==> config.mk <==
export PLATFORM = sky130hd
export DESIGN_NAME = mem_arbiter
export DESIGN_NICKNAME = d
export VERILOG_FILES = /design/src/rtl/mem_arbiter.sv
export SDC_FILE = /design/constraint.sdc
export NUM_CORES = 1
export LEC_CHECK = 0
export ABC_AREA = 1
export BUFFER_PORTS_ARGS = -buffer_cell sky130_fd_sc_hd__buf_2
export CAP_MARGIN = 20
export CORE_ASPECT_RATIO = 0.9
export CORE_MARGIN = 4
export CORE_UTILIZATION = 40
export CTS_CLUSTER_DIAMETER = 200
export CTS_CLUSTER_SIZE = 12
export DETAILED_ROUTE_END_ITERATION = 16
export GPL_TIMING_DRIVEN = 0
export PLACE_DENSITY_LB_ADDON = 0.25
export SETUP_SLACK_MARGIN = 0.5
export SYNTH_ARGS = -nofsm -noshare
export SYNTH_HDL_FRONTEND = slang
export SYNTH_SLANG_ARGS = --single-unit
==> constraint.sdc <==
create_clock -name clk -period 2 [get_ports clk]
set_clock_uncertainty 0.1 [all_clocks]
set_input_delay 0.3 -clock clk [delete_from_list [all_inputs] [get_ports clk]]
set_output_delay 0.3 -clock clk [all_outputs]
set_load 0.02 [all_outputs]
==> src/rtl/mem_arbiter.sv <==
// Round-robin arbiter: serialises one outstanding request per core onto a single
// memory port and routes each completion back to its issuer.
//   state | meaning
//   IDLE  | pick next requester from rr_ptr, latch its fields
//   ISSUE | present latched request until memory accepts it
//   WAIT  | wait for the memory completion, capture read data
//   DONE  | pulse core_resp_valid for the served core, advance rr_ptr
module mem_arbiter #(
  parameter int NUM_CORES  = 4,
  parameter int ADDR_WIDTH = 8,
  parameter int DATA_WIDTH = 8
) (
  input  logic                                 clk,
  input  logic                                 reset,
  input  logic [NUM_CORES-1:0]                 core_req_valid,
  input  logic [NUM_CORES-1:0]                 core_req_write,
  input  logic [NUM_CORES-1:0][ADDR_WIDTH-1:0] core_req_addr,
  input  logic [NUM_CORES-1:0][DATA_WIDTH-1:0] core_req_wdata,
  output logic [NUM_CORES-1:0]                 core_resp_valid,
  output logic [NUM_CORES-1:0][DATA_WIDTH-1:0] core_resp_rdata,
  output logic                                 mem_req_valid,
  output logic                                 mem_req_write,
  output logic [ADDR_WIDTH-1:0]                mem_req_addr,
  output logic [DATA_WIDTH-1:0]                mem_req_wdata,
  input  logic                                 mem_req_ready,
  input  logic                                 mem_resp_valid,
  input  logic [DATA_WIDTH-1:0]                mem_resp_rdata
);

  localparam int ID_W = (NUM_CORES > 1) ? $clog2(NUM_CORES) : 1;
  localparam int SW   = ID_W + 1;

  typedef enum logic [1:0] {S_IDLE, S_ISSUE, S_WAIT, S_DONE} state_t;

  state_t                state, next_state;
  logic [ID_W-1:0]       rr_ptr;
  logic [ID_W-1:0]       lat_id;
  logic                  lat_write;
  logic [ADDR_WIDTH-1:0] lat_addr;
  logic [DATA_WIDTH-1:0] lat_wdata;

  logic                  grant_found;
  logic [ID_W-1:0]       grant_id;
  logic [SW-1:0]         idx_sum;
  logic [ID_W-1:0]       cand;

  // Scan from the highest offset down so the last hit is the one closest to rr_ptr.
  always_comb begin
    grant_found = 1'b0;
    grant_id    = '0;
    idx_sum     = '0;
    cand        = '0;
    for (int i = NUM_CORES - 1; i >= 0; i--) begin
      idx_sum = {1'b0, rr_ptr} + SW'(i);
      if (idx_sum >= SW'(NUM_CORES))
        idx_sum = idx_sum - SW'(NUM_CORES);
      cand = idx_sum[ID_W-1:0];
      if (core_req_valid[cand]) begin
        grant_found = 1'b1;
        grant_id    = cand;
      end
    end
  end

  always_ff @(posedge clk) begin
    if (reset) begin
      state           <= S_IDLE;
      rr_ptr          <= '0;
      lat_id          <= '0;
      lat_write       <= 1'b0;
      lat_addr        <= '0;
      lat_wdata       <= '0;
      core_resp_rdata <= '0;
    end else begin
      state <= next_state;
      if (state == S_IDLE && grant_found) begin
        lat_id    <= grant_id;
        lat_write <= core_req_write[grant_id];
        lat_addr  <= core_req_addr[grant_id];
        lat_wdata <= core_req_wdata[grant_id];
      end
      if (state == S_WAIT && mem_resp_valid && !lat_write)
        core_resp_rdata[lat_id] <= mem_resp_rdata;
      if (state == S_DONE) begin
        if (lat_id == ID_W'(NUM_CORES - 1))
          rr_ptr <= '0;
        else
          rr_ptr <= lat_id + ID_W'(1);
      end
    end
  end

  always_comb begin
    next_state = state;
    case (state)
      S_IDLE:  if (grant_found)    next_state = S_ISSUE;
      S_ISSUE: if (mem_req_ready)  next_state = S_WAIT;
      S_WAIT:  if (mem_resp_valid) next_state = S_DONE;
      S_DONE:                      next_state = S_IDLE;
      default:                     next_state = S_IDLE;
    endcase
  end

  always_comb begin
    core_resp_valid = '0;
    mem_req_valid   = (state == S_ISSUE);
    mem_req_write   = lat_write;
    mem_req_addr    = lat_addr;
    mem_req_wdata   = lat_wdata;
    if (state == S_DONE)
      core_resp_valid[lat_id] = 1'b1;
  end

endmodule

* After elaboration in Yosys (flattened, before gate mapping)
Cells that the tools add are included.
** Storage, ports and cells
- Input port bits :: 84
- Register bits :: 55
- Word-level logic and storage cells :: 80
- Output and inout bits :: 54
** Cells by class
- Equality and inequality tests :: 7
- Reductions and logical operators :: 7
- Add/subtract/negate cells :: 8
- Mux-type cells :: 37
- Order comparisons :: 11
** Operators with widths (count)
- 8-bit binary-select mux with 2-bit select :: 2
- 32-bit bitwise mux :: 1
- 2-bit 2-to-1 mux :: 12
- 8-bit 2-to-1 mux :: 3
- 2-bit by 3-bit < comparator with 1-bit output, second input constant :: 6
- 8-bit demux with 2-bit select :: 1
- 1-bit binary-select mux with 2-bit select :: 5
- 1-bit 2-to-1 mux :: 10
- 3-bit >= comparator, second input constant :: 3
- 2-bit case mux with 4 select lines :: 1
- 2-bit by 1-bit subtractor with 2-bit output, second input constant :: 4
- 2-bit by 2-bit adder with 3-bit output, second input constant :: 2
- 2-bit equality test, second input constant :: 3
- 1-bit logical AND :: 4
- 4-bit 2-to-1 mux :: 1
- 2-bit inequality test, second input constant :: 2
- 2-bit by 1-bit adder with 3-bit output, second input constant :: 1
- 2-bit by 3-bit >= comparator with 1-bit output, second input constant :: 1
- 3-bit AND reduction :: 1
- 2-bit by 1-bit adder with 2-bit output, second input constant :: 1
- 1-bit demux with 2-bit select :: 1
- 2-bit by 1-bit equality test with 1-bit output, second input constant :: 1
- 2-bit by 1-bit >= comparator with 1-bit output, second input constant :: 1
- 2-bit zero test :: 1
- 2 further kinds :: 2

* Longest topological paths before layout
Gate-level depths: netlist of run 1.
- Depth after elaboration :: 11
- Gate-level depth with buffers :: 14
- Mapped depth without buffers :: 13

* Worst setup path after synthesis of run 1
Ideal clock, no wire load.
- Kind :: reg2reg
- Start point :: reg rr_ptr[0]
- End point :: reg lat_addr[2], in the netlist mem_req_addr[2]
- Path slack :: 324 ps
- Library setup time :: 119 ps
- Clock period less this slack :: 1676 ps
- Cell stages (with the launch flop) :: 12
- Data required time :: 1781 ps
- Path buffers :: 2
- Arrival time :: 1457 ps
- Cells stage by stage :: dfxtp_1 > buf_6 > nand2_2 > nand3_2 > nand2_1 > a21oi_1 > nand3b_1 > nand2_2 > inv_2 > buf_2 > o21ai_1 > a21oi_1
** On the way
- Longest elaborated chain between the ends :: 11
- Elaborated cells between the ends (all ways) :: 34
- Classes of those cells :: 7 x add/sub; 4 x order compare; 22 x mux; 1 x reduce/logical
** Ends and longest elaborated chain
- from (decl) :: RTL line 36 : logic [ID_W-1:0] rr_ptr;
- from (signal assigned) :: RTL line 88 : rr_ptr <= lat_id + ID_W'(1);
- 2-bit by 2-bit adder with 3-bit output :: RTL line 54 : idx_sum = {1'b0, rr_ptr} + SW'(i);
- 3-bit >= comparator or 2-bit by 1-bit subtractor with 2-bit output (tied branches) :: RTL line 55, 56
- 2-bit 2-to-1 mux :: RTL line 55 : if (idx_sum >= SW'(NUM_CORES))
- 1-bit binary-select mux with 2-bit select :: RTL line 58 : if (core_req_valid[cand]) begin
- 1-bit 2-to-1 mux (not written as such) :: RTL line 58
- 2-bit 2-to-1 mux (4 in a row) :: RTL line 58
- 8-bit binary-select mux with 2-bit select :: RTL line 79 : lat_addr <= core_req_addr[grant_id];
- 8-bit 2-to-1 mux (not written as such) :: RTL line 79
- to (signal assigned) :: RTL line 79
- to (decl) :: RTL line 39 : logic [ADDR_WIDTH-1:0] lat_addr;
Parallel ways exist; a longest one is shown, timed or not. The select of a mux whose other input is x is not followed.
A chain may end at the register's enable or synchronous reset.

* Worst setup path in the final report of run 1
- Start point :: reg rr_ptr[0]
- End point :: reg lat_addr[5], in the netlist mem_req_addr[5]
Same word-level chain as after synthesis.

==> results of run 1 <==
==> worst min-delay path: stages <==
cell and delay (ns):
buf_2 0.08, a21oi_1 0.05, nor2_1 0.08
==> final cells by class <==
type	instances	area, µm²	share of cell area
buffer	28	307	0.0594
clock buffer	5	68.8	0.0133
clock inverter	2	37.5	0.00728
inverter	25	114	0.0221
multi-input combinational	328	2250	0.436
sequential	55	1120	0.218
tap	93	116	0.0226
timing repair buffer	177	1140	0.221
==> how the worst max path moves through the flow <==
stage,startpoint,to,slack [ns],depth (start not counted)
final,rr_ptr[0]$_SDFFE_PP0P_,mem_req_addr[5]$_SDFFE_PP0P_,0.1,10
after CTS,lat_id[0]$_SDFFE_PP0P_,core_resp_valid[2],0.25,6
after global routing,rr_ptr[0]$_SDFFE_PP0P_,mem_req_addr[5]$_SDFFE_PP0P_,0.03,13
after detailed placement,rr_ptr[1]$_SDFFE_PP0P_,mem_req_wdata[4]$_SDFFE_PP0P_,0.16,11
after global placement,core_req_valid[1],mem_req_addr[4]$_SDFFE_PP0P_,0.22,12
after floorplan,rr_ptr[0]$_SDFFE_PP0P_,mem_req_addr[7]$_SDFFE_PP0P_,0.39,13
==> power by group <==
group	switching, mW	internal, mW
logic	2.46	1.90
registers	0.229	1.37
clock network	0.383	0.367
total	3.07	3.63
==> metal layers <==
layer,routed length [µm],vias up,GRT usage
li1,-,1824,-
met1,4790,1845,0.279
met2,6030,214,0.405
met3,1050,46,0.0664
met4,535,0,0.0707
met5,0,-,0
==> Yosys cell counts <==
master and count:
ha_1 8, nand3b_1 1, buf_1 1, dfxtp_1 55, nor2_1 13, inv_4 1
buf_4 3, o21ai_1 17, o21ai_0 3, nand2_8 1, nand2_1 119, buf_2 6
nand3_1 98, nand2_4 2, nand3_2 2, nand3_4 1, inv_1 22, o211a_1 1
a211oi_1 1, nand2_2 3, xnor2_1 1, nor2_2 1, inv_2 2, a21oi_1 54
clkbuf_1 12, buf_6 6
==> cell families after synthesis <==
group           count (synthesis)  share of synthesized area
flops                          55                      0.372
xor+xnor                        1                    0.00296
fa+ha+maj                       8                     0.0338
compound gates                 76                      0.131
simple gates                  241                      0.371
buf+inv                        53                     0.0896
==> cell usage in the layout (no fill, tap or decap), types with 3 or more instances in the layout <==
| cell | instances |
|---|---|
| nor2_4 | 4 |
| dfxtp_1 | 49 |
| dfxtp_4 | 6 |
| buf_4 | 29 |
| inv_2 | 6 |
| nand3_2 | 25 |
| nand3_4 | 5 |
| nand2_1 | 88 |
| ha_4 | 6 |
| a21oi_1 | 34 |
| clkbuf_1 | 4 |
| o21ai_4 | 4 |
| nand2_8 | 3 |
| o21ai_2 | 11 |
| buf_8 | 11 |
| buf_6 | 23 |
| inv_1 | 12 |
| nand2_2 | 18 |
| buf_2 | 131 |
| nor2_1 | 10 |
| nand3_1 | 71 |
| inv_4 | 6 |
| clkbuf_8 | 5 |
| o21ai_1 | 3 |
| buf_12 | 4 |
| a21oi_2 | 19 |
| nand2_4 | 17 |
==> sequential cells by signal (all words and copies together), names as in the netlist <==
register,count
core_resp_rdata,32
lat_id,2
mem_req_addr,8
mem_req_wdata,8
mem_req_write,1
rr_ptr,2
state,2
==> through the flow <==
step	instance area [µm²]	power, mW	worst slack [ns]	cells	util
2_1_floorplan	2990	3.39	0.393	434	-
5_1_grt	5160	7.07	0.0255	713	0.725
3_5_place_dp	3790	4.12	0.161	663	0.533
6_report	5160	6.71	0.0977	713	0.725
4_1_cts	4360	5.48	0.253	694	0.613
3_3_place_gp	3790	4.07	0.216	663	0.533
==> what timing repair did <==
item	in CTS	in global routing
setup buffers	19	15
pin swaps	11	49
endpoints found under the setup margin	58	57
gates resized for setup	85	156
cloned	5	4
==> summary.md, run 1 <==
| Metric | Value |
|---|---|
| Status | complete, no violations |
| Inserted Clock Buffers | 5 |
| Share of the synthesized area in the top cell type | 0.372 |
| Residual DRC | 0 |
| WP buf/inv | 3 |
| Sequential area share after synthesis | 0.372 |
| Fin crit period | 1.90 ns |
| FF-to-FF setup slack | 0.1 ns |
| Final net count | 712 |
| Io pins | 138 |
| H-tree depth | 2 |
| Clk Latency, worst-skew pair | 0.32 ns |
| Full die area | 8850 µm² |
| Area leader, netlist | dfxtp_1 |
| Startpoint class of the critical path | flip-flop |
| Worst Min Path Start | core_req_write[1] |
| Average cell area after synthesis | 6.82 µm² |
| Cell leakage power | 2.41 nW |
| Mapped Area | 2960 µm² |
| Worst-case reg-to-reg path depth | 10 |
| Initial antenna violation count | 0 |
| RePlAce Congestion | 0.877 |
| RR Startpoint | rr_ptr[0]$_SDFFE_PP0P_ |
| PD cells | 1300 nW/µm² |
| Vias in the first global route | 3,577 |
| Critical path endpoint category | flip-flop |
| Crit path kind | reg -> reg |
| CTS max path bufs | 2 |
| Worst-Margin Slew | 0.699 ns |
| Filler instances | 514 |
| Crit-path leading delay family | simple AND/OR/NAND/NOR gates |
| Vias | 3,929 |
| Hpwl dp | 7.32 mm |
| Synth area leaders | dfxtp_1, nand3_1, nand2_1, a21oi_1, ha_1 |
| Hold_ws | 0.130 ns |
| CTS tree | yes |
| CP max stage delay | 0.38 ns |
| Clk root buf | clkbuf_8 |
| Max-Slew Margin vs Limit | 0.534 |
| Worst Path Required | 2.15 ns |
| Setup Viol. Count Final | 0 |
| CTS sink count | 55 |
| Critical path cell sequence | buf_6 -> nand2_2 -> o21ai_4 -> nand2_1 -> nand3_2 -> nand3b_1 -> nand2_4 -> inv_6 -> buf_4 -> a21oi_1 |
| Setup TNS | 0 ns |
| Worst vdd ir | 655 µV |
| Post-DR vias/cell | 5.51 |
| Starting Density | 0.416 |
| Final hold vios | 0 |
| Cts hold-fix bufs | 0 |
| Slew Viols, Final | 0 |
| Largest net degree at the start of global routing | 17 |
| Die Ht | 89.6 µm |
| Drt first pass iters | 5 |
| Post-Syn Instances | 434 |
| Yosys Warn Count | 0 |
| RSZ-0062 raised after global routing | true |
| CP Data Arrival Time | 2.05 ns |
| Max-cap violations | 0 |
| Min-delay worst type | in -> reg |
| Clk slew on worst S/H paths | 0.11 ns |
| First DRT Iteration DRCs | 176 |
| Std-Cell Rows | 29 |
| Gr ovfl total | 0 |
| F_max | 526 MHz |
| GR Util All Layers | 0.231 |
| Port Buffers | 136 |
| Syn nets | 526 |
| RR Endpoint | mem_req_addr[5]$_SDFFE_PP0P_ |
| N_diodes | 0 |
| Fin crit share | 0.951 |
| Core box area | 7110 µm² |
| Layout cells sized above 1 | 0.553 |
| Avg WL per Cell | 17.4 µm |
| Post-synth cell types | 26 |
| Worst Hold Endpoint | mem_req_write$_SDFFE_PP0P_ |
| Routed wire length | 12.4 mm |
| First-pass GRT wire length | 16.6 mm |
| CP max-delay cell | dfxtp_4 |
| Post-DRT Antenna Nets | 0 |
| Die X | 98.7 µm |
| Hold depth | 3 |
| Layout area overhead | 74.1% |
| Worst-path maximum fanout | 10 |
| Seq cells post-synth | 55 |
Power figures use the tool's default switching activity.
==> run 2: changes to the inputs <==
--- a/config.mk
+++ b/config.mk
@@ -9,13 +9,14 @@
 export BUFFER_PORTS_ARGS = -buffer_cell sky130_fd_sc_hd__buf_2
 export CAP_MARGIN = 20
 export CORE_ASPECT_RATIO = 0.9
-export CORE_MARGIN = 4
+export CORE_MARGIN = 5
 export CORE_UTILIZATION = 40
 export CTS_CLUSTER_DIAMETER = 200
 export CTS_CLUSTER_SIZE = 12
 export DETAILED_ROUTE_END_ITERATION = 16
 export GPL_TIMING_DRIVEN = 0
 export PLACE_DENSITY_LB_ADDON = 0.25
+export REMOVE_ABC_BUFFERS = 1
 export SETUP_SLACK_MARGIN = 0.5
 export SYNTH_ARGS = -nofsm -noshare
 export SYNTH_HDL_FRONTEND = slang
==> summary.md, run 2 (synthesized netlist as in run 1, its figures left out) <==
| Metric | Value |
|---|---|
| CTS sink count | 55 (unchanged) |
| Die Ht | 91.6 µm (+2.2%) |
| GR Util All Layers | 0.221 (-0.00989) |
| Post-DRT Antenna Nets | 0 (unchanged) |
| Io pins | 138 (unchanged) |
| Clk root buf | clkbuf_8 |
| WP buf/inv | 3 (unchanged) |
| RR Startpoint | rr_ptr[1]$_SDFFE_PP0P_ |
| Crit-path leading delay family | simple AND/OR/NAND/NOR gates |
| Clk slew on worst S/H paths | 0.10 ns (about the same) |
| Fin crit share | 0.987 (+0.0353) |
| Max-cap violations | 0 (unchanged) |
| Residual DRC | 0 (unchanged) |
| PD cells | 1290 nW/µm² (-0.63%) |
| CTS tree | yes |
| First DRT Iteration DRCs | 224 (+27%) |
| Crit path kind | reg -> reg |
| NetSw | 3.01 mW (-2.2%) |
| Final net count | 697 (-2.1%) |
| CP max-delay cell | dfxtp_4 |
| Worst-path maximum fanout | 5 (-5) |
| Initial antenna violation count | 0 (unchanged) |
| Final WS setup | 0.0270 ns (-0.0707 ns) |
| Setup TNS | 0 ns (unchanged) |
| Gr ovfl total | 0 (unchanged) |
| Min-delay worst type | in -> reg |
| Largest net degree at the start of global routing | 38 (+21) |
| H-tree depth | 2 (unchanged) |
| Std-Cell Rows | 29 (unchanged) |
| Status | complete, no violations |
| Hold depth | 3 (unchanged) |
| Slew Viols, Final | 0 (unchanged) |
| Critical path endpoint category | flip-flop |
| Post-DR vias/cell | 5.45 (-1.2%) |
| Hpwl dp | 6.56 mm (-10%) |
| Reg power frac | 0.251 (+0.013) |
| N_diodes | 0 (unchanged) |
| Commonest non-fill, non-tap cell in the layout | buf_2 |
| RR Endpoint | mem_req_write$_SDFFE_PP0P_ |
| Routed wire length | 12.0 mm (-3.2%) |
| Cts hold-fix bufs | 0 (unchanged) |
| Drt first pass iters | 5 (unchanged) |
| Startpoint class of the critical path | flip-flop |
| Combinational share of power | 0.634 (-0.016) |
| Core box area | 7150 µm² (+0.51%) |
| Pint | 3.34 mW (-8.0%) |
| Starting Density | 0.414 (-0.00211) |
| Cell leakage power | 2.31 nW (-4.1%) |
| Vias | 3,801 (-3.3%) |
| Total power | 6.35 mW (-5.3%) |
| CTS max path bufs | 2 (unchanged) |
| Worst-case reg-to-reg path depth | 13 (+3) |
| CP Data Arrival Time | 2.09 ns (+0.04 ns) |
| Pre-CTS setup slack | -0.396 ns (-0.557 ns) |
| Layout area overhead | 65.9% |
| Port Buffers | 137 (+0.74%) |
| First-pass GRT wire length | 16.4 mm (-1.2%) |
| Inserted Clock Buffers | 5 (unchanged) |
| Fin crit period | 1.97 ns (+0.0707 ns) |
| RePlAce Congestion | 0.795 (-9.3%) |
| CP max stage delay | 0.40 ns (+0.02 ns) |
| Full die area | 9230 µm² (+4.3%) |
| Max-Slew Margin vs Limit | 0.518 (-0.0158) |
| Largest register by flop count | core_resp_rdata |
| FF-to-FF setup slack | 0.03 ns (-0.07 ns) |
| Final hold vios | 0 (unchanged) |
| Avg WL per Cell | 17.2 µm (-1.1%) |
| Clk Latency, worst-skew pair | 0.31 ns (about the same) |
| Worst Min Path Start | core_req_write[1] |
| Vias in the first global route | 3,408 (-4.7%) |
| Max reg flops | 32 (unchanged) |
| Layout cells sized above 1 | 0.481 (-0.0722) |
| Commonest non-fill, non-tap cells in the layout | buf_2, nand2_1, nand3_1, dfxtp_1, a21oi_1 |
| Worst Hold Endpoint | mem_req_write$_SDFFE_PP0P_ |
| F_max | 507 MHz (-3.6%) |
| Critical path cell sequence | inv_2 -> nand2_1 -> nand2_1 -> nand2_2 -> nand3_4 -> nand3_4 -> buf_12 -> nand2_8 -> inv_4 -> nand2_1 -> nand2_1 -> a21oi_1 -> nor2_1 |
| Worst vdd ir | 640 µV (-2.3%) |
| RSZ-0062 raised after global routing | true |
| Sw frac | 0.473 (+0.0153) |
| Clock share of power | 0.115 (+0.003) |
| Worst-Margin Slew | 0.722 ns (+0.0237 ns) |
| Crit path top cell by count | nand2_1 |
| Worst Path Required | 2.11 ns (-0.04 ns) |
| Setup Viol. Count Final | 0 (unchanged) |
| Die X | 101 µm (+2.0%) |
==> run 2: worst max path at each step <==
stage | depth (start not counted) | endpoint | start
2_1_floorplan | 7 | core_resp_rdata[0]$_SDFFE_PP0P_ | state[0]$_SDFFE_PP0P_
3_3_place_gp | 7 | core_resp_rdata[21]$_SDFFE_PP0P_ | state[0]$_SDFFE_PP0P_
3_5_place_dp | 13 | mem_req_addr[7]$_SDFFE_PP0P_ | rr_ptr[0]$_SDFFE_PP0P_
4_1_cts | 10 | mem_req_addr[1]$_SDFFE_PP0P_ | rr_ptr[0]$_SDFFE_PP0P_
5_1_grt | 12 | mem_req_addr[7]$_SDFFE_PP0P_ | rr_ptr[0]$_SDFFE_PP0P_
6_report | 13 | mem_req_write$_SDFFE_PP0P_ | rr_ptr[1]$_SDFFE_PP0P_
==> run 2: timing repair <==
action,in CTS,in global routing
endpoints found under the setup margin,58,59
gates cloned,8,8
buffers inserted,22,16
pin swaps,18,44
resized for setup,77,84
==> run 2: stage by stage <==
stage	cell area [µm²]	utilization	hold WS, ns	std cells
6_report	4910	0.687	0.125	698
5_1_grt	4910	0.687	0.133	698
4_1_cts	4320	0.604	0.114	674
3_5_place_dp	3610	0.505	0.350	637
3_3_place_gp	3590	0.503	0.345	636
2_1_floorplan	2790	-	0.269	406
==> run 2: area by class of cell <==
type	count	area (µm²)
Clock buffer	5	68.8
Multi-Input combinational cell	338	2210
Inverter	25	130
Tap cell	93	116
Clock inverter	2	37.5
Fill cell	557	2230
Timing Repair Buffer	180	1220
Sequential cell	55	1120
==> run 2: worst min-delay path: stages <==
cell,delay (ns)
buf_2,0.08
a21oi_1,0.05
nor2_1,0.07
==> run 2: power groups by stage <==
stage / registers (mW) / logic [mW] / clock network [mW]
after floorplan: 1.74 / 1.40 / 0
after global placement: 1.51 / 2.28 / 0
after detailed placement: 1.52 / 2.33 / 0
after CTS: 1.55 / 3.13 / 0.735
after global routing: 1.62 / 4.31 / 0.781
final: 1.59 / 4.03 / 0.729
==> run 2: layer usage <==
metal	GRT usage	vias to the layer above	wire, µm
li1	-	1812	-
met1	0.274	1762	4600
met2	0.382	196	5900
met3	0.0554	31	1220
met4	0.0572	0	284
met5	0	-	0
==> run 3: changes to the inputs <==
--- a/config.mk
+++ b/config.mk
@@ -16,6 +16,7 @@
 export DETAILED_ROUTE_END_ITERATION = 16
 export GPL_TIMING_DRIVEN = 0
 export PLACE_DENSITY_LB_ADDON = 0.25
+export RECOVER_POWER = 50
 export REMOVE_ABC_BUFFERS = 1
 export SETUP_SLACK_MARGIN = 0.5
 export SYNTH_ARGS = -nofsm -noshare
==> summary.md, run 3 (synthesized netlist as in run 1, its figures left out) <==
| Metric | Value |
|---|---|
| CTS max path bufs | 2 (unchanged) |
| Layout cells sized above 1 | 0.395 (-0.0860) |
| N_diodes | 0 (unchanged) |
| Pre-CTS setup slack | -0.396 ns (unchanged) |
| Layout area overhead | 63.2% |
| Worst-path maximum fanout | 5 (unchanged) |
| Initial antenna violation count | 0 (unchanged) |
| Status | complete, no violations |
| First-pass GRT wire length | 16.4 mm (unchanged) |
| Starting Density | 0.414 (unchanged) |
| Worst-Margin Slew | 0.817 ns (+0.0943 ns) |
| Worst setup path end | mem_req_write$_SDFFE_PP0P_ |
| RR Startpoint | rr_ptr[1]$_SDFFE_PP0P_ |
| Final net count | 697 (unchanged) |
| Largest register by flop count | core_resp_rdata |
| Largest net degree at the start of global routing | 38 (unchanged) |
| Max-cap violations | 0 (unchanged) |
| Residual DRC | 0 (unchanged) |
| CTS sink count | 55 (unchanged) |
| Slew Viols, Final | 0 (unchanged) |
| Vias in the first global route | 3,408 (unchanged) |
| Clk root buf | clkbuf_8 |
| FF-to-FF setup slack | 0.03 ns (about the same) |
| Worst vdd ir | 618 µV (-3.5%) |
| Setup Viol. Count Final | 0 (unchanged) |
| Worst Path Required | 2.11 ns (about the same) |
| Post-DRT Antenna Nets | 0 (unchanged) |
| Std-Cell Rows | 29 (unchanged) |
| Post-DR vias/cell | 5.42 (-0.45%) |
| Clk Latency, worst-skew pair | 0.31 ns (about the same) |
| CP Data Arrival Time | 2.08 ns (about the same) |
| Cell leakage power | 2.09 nW (-9.7%) |
| CP startpoint | rr_ptr[1]$_SDFFE_PP0P_ |
| Gr ovfl total | 0 (unchanged) |
| Fin crit period | 1.97 ns (-0.00778 ns) |
| Final hold vios | 0 (unchanged) |
| Final WS setup | 0.0348 ns (+0.00778 ns) |
| Vias | 3,784 (-0.45%) |
| Die X | 101 µm (unchanged) |
| PD cells | 1300 nW/µm² (+0.50%) |
| Max reg flops | 32 (unchanged) |
| Hpwl dp | 6.56 mm (unchanged) |
| Crit path kind | reg -> reg |
| Cts hold-fix bufs | 0 (unchanged) |
| Min-delay worst type | in -> reg |
| Inserted Clock Buffers | 5 (unchanged) |
| Commonest non-fill, non-tap cells in the layout | nand2_1, nand3_1, buf_2, dfxtp_1, clkbuf_1 |
| Commonest non-fill, non-tap cell in the layout | nand2_1 |
| First DRT Iteration DRCs | 246 (+9.8%) |
| H-tree depth | 2 (unchanged) |
| RePlAce Congestion | 0.795 (unchanged) |
| Port Buffers | 137 (unchanged) |
| F_max | 509 MHz (+0.40%) |
| Die Ht | 91.6 µm (unchanged) |
| Startpoint class of the critical path | flip-flop |
| RSZ-0062 raised after global routing | true |
| CTS tree | yes |
| RR Endpoint | mem_req_write$_SDFFE_PP0P_ |
| Avg WL per Cell | 17.1 µm (-0.53%) |
| Fin crit share | 0.983 (-0.00389) |
| Full die area | 9230 µm² (unchanged) |
| Max-Slew Margin vs Limit | 0.455 (-0.0629) |
| Clk slew on worst S/H paths | 0.10 ns (about the same) |
| Core box area | 7150 µm² (unchanged) |
| GR Util All Layers | 0.221 (unchanged) |
| Final core utilization | 0.676 (-0.0112) |
| Io pins | 138 (unchanged) |
| Routed wire length | 11.9 mm (-0.53%) |
| Worst-case reg-to-reg path depth | 13 (unchanged) |
| Drt first pass iters | 5 (unchanged) |
| Critical path endpoint category | flip-flop |
==> run 3: cell count changes in the layout (fill, tap and decap cells not counted), sizes merged <==
| cell | previous run | this run |
|---|---|---|
| buf | 178 | 126 |
| clkbuf | 7 | 59 |
==> run 3: where the power goes <==
group          total, mW  internal, mW  switching (mW)
registers           1.59          1.36           0.231
clock network      0.729         0.366           0.363
logic               3.95          1.55            2.41
==> run 3: per-stage QoR <==
stage	area, µm²	setup TNS, ns	instances	hold slack (ns)	power, mW
floorplan	2790	-15.52	406	0.269	3.14
global placement	3590	-44.46	636	0.345	3.79
detailed placement	3610	-9.06	637	0.350	3.85
CTS	4320	0	674	0.114	5.42
global route	4830	-0.329	698	0.133	6.65
finish	4830	0	698	0.122	6.28
==> run 3: routing by layer <==
layer / up-vias / global-route usage / part of all wire / routed length, µm
li1: 1820 / - / - / -
met1: 1748 / 0.274 / 0.39 / 4650
met2: 179 / 0.382 / 0.49 / 5840
met3: 37 / 0.0554 / 0.096 / 1140
met4: 0 / 0.0572 / 0.026 / 308
met5: - / 0 / 0 / 0
==> run 3: area by class of cell <==
class	instances	area (µm²)
Timing Repair Buffer	180	1150
Inverter	25	130
Clock buffer	5	68.8
Sequential cell	55	1120
Multi-Input combinational cell	338	2210
Clock inverter	2	37.5
Fill cell	594	2310
Tap cell	93	116
==> run 3: repair_timing <==
item                                    in CTS  in global routing
endpoints found under the setup margin      58                 59
pin swaps                                   18                 44
buffers inserted                            22                 16
gates cloned                                 8                  8
resized for setup                           77                 84
==> run 3: how the worst min path moves through the flow <==
stage | startpoint | end | slack (ns) | cells after the start
after global routing | core_req_write[1] | mem_req_write$_SDFFE_PP0P_ | 0.13 | 3
after global placement | core_resp_rdata[4]$_SDFFE_PP0P_ | core_resp_rdata[4]$_SDFFE_PP0P_ | 0.35 | 2
after detailed placement | core_resp_rdata[2]$_SDFFE_PP0P_ | core_resp_rdata[2]$_SDFFE_PP0P_ | 0.35 | 2
after CTS | core_req_write[1] | mem_req_write$_SDFFE_PP0P_ | 0.11 | 3
after floorplan | reset | core_resp_rdata[0]$_SDFFE_PP0P_ | 0.27 | 1
final | core_req_write[1] | mem_req_write$_SDFFE_PP0P_ | 0.12 | 3
==> run 3: worst max-delay path: stages, from the launching register on <==
cell and delay (ns):
dfxtp_4 0.40, inv_2 0.14, nand2_1 0.07, nand2_1 0.12
nand2_2 0.08, nand3_4 0.12, nand3_4 0.19, buf_12 0.22
nand2_8 0.08, inv_4 0.04, nand2_1 0.06, nand2_1 0.06
a21oi_1 0.13, nor2_1 0.05
